==> config.mk <==
export PLATFORM = sky130hd
export DESIGN_NAME = pc_fetch_stage
export DESIGN_NICKNAME = d
export VERILOG_FILES = /design/src/rtl/pc_fetch_stage.sv
export SDC_FILE = /design/constraint.sdc
export NUM_CORES = 1
export LEC_CHECK = 0
export CELL_PAD_IN_SITES_DETAIL_PLACEMENT = 0
export CELL_PAD_IN_SITES_GLOBAL_PLACEMENT = 1
export CORE_ASPECT_RATIO = 0.9
export CORE_UTILIZATION = 30
export DETAILED_ROUTE_END_ITERATION = 12
export PLACE_DENSITY_LB_ADDON = 0.1
export SLEW_MARGIN = 10
export SYNTH_ARGS = -nofsm -noshare
export SYNTH_HDL_FRONTEND = slang
export SYNTH_SLANG_ARGS = --single-unit
==> constraint.sdc <==
create_clock -name clk -period 4.3 [get_ports clk]
set_input_delay 0.645 -clock clk [delete_from_list [all_inputs] [get_ports clk]]
set_output_delay 0.645 -clock clk [all_outputs]
set_load 0.005 [all_outputs]
==> src/rtl/pc_fetch_stage.sv <==
// RV32I fetch stage: PC register, next-PC selection and IF/ID pipeline register.
// A taken redirect beats any stall and flushes IF/ID to a NOP bubble.
module pc_fetch_stage #(
  parameter int unsigned          XLEN      = 32,
  parameter logic [XLEN-1:0]      RESET_PC  = 32'h0000_0000,
  parameter logic [31:0]          NOP_INSTR = 32'h0000_0013
) (
  input  logic            clk,
  input  logic            rst,
  input  logic            PCSrc,
  input  logic [XLEN-1:0] PCTarget,
  input  logic            Stall_F,
  input  logic            Stall_D,
  output logic [XLEN-1:0] imem_addr,
  input  logic [31:0]     imem_rdata,
  output logic [XLEN-1:0] PC_F,
  output logic [31:0]     Instr_D,
  output logic [XLEN-1:0] PC_D,
  output logic [XLEN-1:0] PCPlus4_D,
  output logic            Valid_D,
  output logic            Misalign_Err
);

  localparam logic [XLEN-1:0] PC_INC = {{(XLEN-3){1'b0}}, 3'b100};

  logic [XLEN-1:0] r_pc;
  logic [XLEN-1:0] w_pc_plus4;
  logic [XLEN-1:0] w_pc_next;
  logic [XLEN-1:0] w_target_aligned;
  logic            w_target_misaligned;
  logic [31:0]     r_instr_d;
  logic [XLEN-1:0] r_pc_d;
  logic [XLEN-1:0] r_pc_plus4_d;
  logic            r_valid_d;
  logic            r_misalign;

  // Wraps modulo 2^XLEN by construction; no overflow flag is wanted.
  assign w_pc_plus4          = r_pc + PC_INC;
  assign w_target_aligned    = {PCTarget[XLEN-1:2], 2'b00};
  assign w_target_misaligned = (PCTarget[1:0] != 2'b00);

  // Next-PC selection: redirect, then stall, then sequential.
  always_comb begin
    w_pc_next = w_pc_plus4;
    if (PCSrc) begin
      w_pc_next = w_target_aligned;
    end else if (Stall_F) begin
      w_pc_next = r_pc;
    end else begin
      w_pc_next = w_pc_plus4;
    end
  end

  // PC register.
  always_ff @(posedge clk or posedge rst) begin
    if (rst) begin
      r_pc <= RESET_PC;
    end else begin
      r_pc <= w_pc_next;
    end
  end

  // IF/ID register: flush on redirect, hold on decode stall, else capture.
  always_ff @(posedge clk or posedge rst) begin
    if (rst) begin
      r_instr_d    <= NOP_INSTR;
      r_pc_d       <= '0;
      r_pc_plus4_d <= '0;
      r_valid_d    <= 1'b0;
    end else if (PCSrc) begin
      r_instr_d    <= NOP_INSTR;
      r_pc_d       <= '0;
      r_pc_plus4_d <= '0;
      r_valid_d    <= 1'b0;
    end else if (!Stall_D) begin
      r_instr_d    <= imem_rdata;
      r_pc_d       <= r_pc;
      r_pc_plus4_d <= w_pc_plus4;
      r_valid_d    <= 1'b1;
    end
  end

  // One-cycle misaligned-target pulse.
  always_ff @(posedge clk or posedge rst) begin
    if (rst) begin
      r_misalign <= 1'b0;
    end else begin
      r_misalign <= PCSrc & w_target_misaligned;
    end
  end

  assign imem_addr    = r_pc;
  assign PC_F         = r_pc;
  assign Instr_D      = r_instr_d;
  assign PC_D         = r_pc_d;
  assign PCPlus4_D    = r_pc_plus4_d;
  assign Valid_D      = r_valid_d;
  assign Misalign_Err = r_misalign;

endmodule

==> metrics.yaml <==
crit_start: "PC_F[2]$_DFFE_PP0N_"
regToRegStartpoint: "PC_F[2]$_DFFE_PP0N_"
cp_top_family: "simple AND/OR/NAND/NOR gates"
crit_path_top_delay_cell: "nor4_1"
worstReg2RegEnd: "PCPlus4_D[26]$_DFFE_PP0P_"
hpwl_mm: 13.5
clk_pin_slew_ns: 0.06
crit_chain: "ha_1, nand4_2, nor4_1, a21oi_1, o311a_1"
power_density_mw_per_mm2: 382
ys_types: 53
ys_ff_latch: 125
fin_area_sq_mm: 0.00910
synthesis.area_sq_mm: 0.00632
synthTopCellsByArea: "dfrtp_1 48%, mux2i_1 10%, nor2_1 6.2%"
hold_violations: 0
avgSynthCellArea_sq_um: 9.91
drt_iter0_drc: 272
r2r_cells: 5
r2r_slack_ns: 1.56
synth_top_area_frac: 0.483
critPathRequiredTime_ns: 4.59
slowest_delay_ns: 0.95
final_core_util: 0.448
wl_mm: 19.9
cts_buffers: 17
grt_use_met2: 0.302
startpoint_type: "register"
cp.depth: 5
clock_latency_ns: 0.42
ios: 231
p_leak_nw: 3.78
maxSlewHeadroom: 0.277
grt_pass1_wl_mm: 30.7
ys.flop_type: "dfrtp_1"
clock-sinks: 125
grt-busiest-layer: "met2"
synth_cells: 638
num-nets-final: 871
outcome: "complete, no violations"
rsz0062_at_grt: "false"
synth_area_leader_cell: "dfrtp_1"
slew_violations: 0
tightest_slew_ns: 1.07
end_kind: "register"
fin_skew_ns: 0.00830
period_needed_ns: 2.74
num_rows: 49
cts_resized: 0
first_pass_iters: 4
register_area_sq_mm: 0.00313
grt_overflow: 0
final_cell_mix: "224 x clkdlybuf4s50_1, 122 x dfrtp_1, 105 x nor2_1"
htree_levels: 4
die_height_um: 140
wl_per_cell_um: 18.2
routed-via-count: 5299
cts_root_buffer: "clkbuf_16"
port_buffers: 226
fin_crit_sh: 0.637
setup_tns_ns: 0
placed_area_sq_mm: 0.00848
drc: 0
die_w_um: 155
final.setup.worst_slack_ns: 1.56
synth_edf_count: 0
layout-drive-gt1-share: 0.0614
gr-usage-met3: 0.0529
dp_slack_ns: 1.31
hold_class: "reg -> reg"
yosys_warnings: 0
layout_commonest_cell: "clkdlybuf4s50_1"
gp_congestion: 0.766
max_clock_freq_mhz: 365
yosysSeqAreaShare: 0.496
finalSetupViolations: 0
dieArea_sq_mm: 0.0217
maxCapViolCount: 0
cp_max_fo: 18
vias_per_cell: 4.84
core_area_sq_mm: 0.0203
critPathCapture: "PCPlus4_D[26]$_DFFE_PP0P_"
tritoncts: "built"
start_util: 0.311
detail-route-antenna-nets: 0
cp.arrival_ns: 3.03
antenna_found_initial: 0
grt_usage: 0.186
path_class: "reg -> reg"
cts_hold_buf: 0
clockBufferDepth: 2
synthArstFlopShare: 1.00
area_growth_pct: 44.0
peakVddDrop_v: 0.000204
grt_max_degree: 91
cts_setup_buffers: 0
grt_pass1_vias: 5198
n_fill_cell: 1946
antenna_cells: 0
cp_num_buf_inv: 0
multi_input_area_sq_mm: 0.00263
met1_usage: 0.240
[area by class of cell]
cell class              count  share of cell area
flip-flops and latches    125               0.344
multi-input cells         411               0.289
repair buffers            235               0.255
clock buffers              27              0.0564
well taps                 280              0.0385
clock inverters             5              0.0113
inverters                  11             0.00509
[where the power goes]
group / leakage [nW] / internal [mW] / switching, mW / total (mW)
registers: 1.60 / 1.26 / 0.120 / 1.38
clock network: 0.298 / 0.990 / 0.526 / 1.52
logic: 1.88 / 0.339 / 0.237 / 0.575
total: 3.78 / 2.59 / 0.883 / 3.47
[kinds of logic (layout without fill, tap and decap cells)]
| family | after synthesis | in the layout | synth area share |
|---|---|---|---|
| multiplexers | 64 | 64 | 0.101 |
| buffers and inverters | 105 | 278 | 0.0899 |
| XOR/XNOR | 27 | 27 | 0.0374 |
| flip-flops | 125 | 125 | 0.496 |
| AND/OR/NAND/NOR | 226 | 226 | 0.177 |
| AO/OA/AOI/OAI | 89 | 89 | 0.0966 |
| other | 1 | 4 | 0.000593 |
| adder cells (fa/ha/maj) | 1 | 1 | 0.00198 |
[registers in the layout (all words and copies together), names as in the netlist]
signal,count
Instr_D,32
PC_D,31
PCPlus4_D,30
PC_F,30
Misalign_Err,1
Valid_D,1
[stage by stage]
stage	total power, mW	std cells	hold WS, ns
finish	3.47	1094	0.482
global route	3.63	1094	0.517
CTS	3.52	1094	0.490
detailed placement	1.99	1062	0.477
global placement	1.98	1062	0.462
floorplan	1.65	641	0.474
[worst min-delay path by stage]
stage / cells after the start / start / slack, ns / endpoint
after CTS: 1 / Valid_D$_DFFE_PP0P_ / 0.49 / Valid_D$_DFFE_PP0P_
after global routing: 1 / Valid_D$_DFFE_PP0P_ / 0.52 / Valid_D$_DFFE_PP0P_
after detailed placement: 1 / Valid_D$_DFFE_PP0P_ / 0.48 / Valid_D$_DFFE_PP0P_
after global placement: 1 / Valid_D$_DFFE_PP0P_ / 0.46 / Valid_D$_DFFE_PP0P_
after floorplan: 1 / Valid_D$_DFFE_PP0P_ / 0.47 / Valid_D$_DFFE_PP0P_
final: 1 / Valid_D$_DFFE_PP0P_ / 0.48 / Valid_D$_DFFE_PP0P_
[metal layers]
layer	vias up	routed length [um]
li1	2530	-
met1	2606	8720
met2	146	9680
met3	17	1300
met4	0	203
met5	-	0
[synth_stat cells, types with 4 or more instances]
library cell,count
nand4_1,14
dfrtp_1,122
clkbuf_1,44
a31oi_1,11
or4b_1,4
xnor2_1,20
xor2_1,7
o31ai_1,9
nor2_1,105
nor4_1,10
buf_4,41
a21oi_1,6
a311oi_1,8
nand3_1,6
o21ai_0,26
nand2_1,37
a211oi_1,12
inv_1,9
nor3_1,9
or4_1,15
mux2i_1,64
or3_1,9
(Power assumes the default switching activity.)
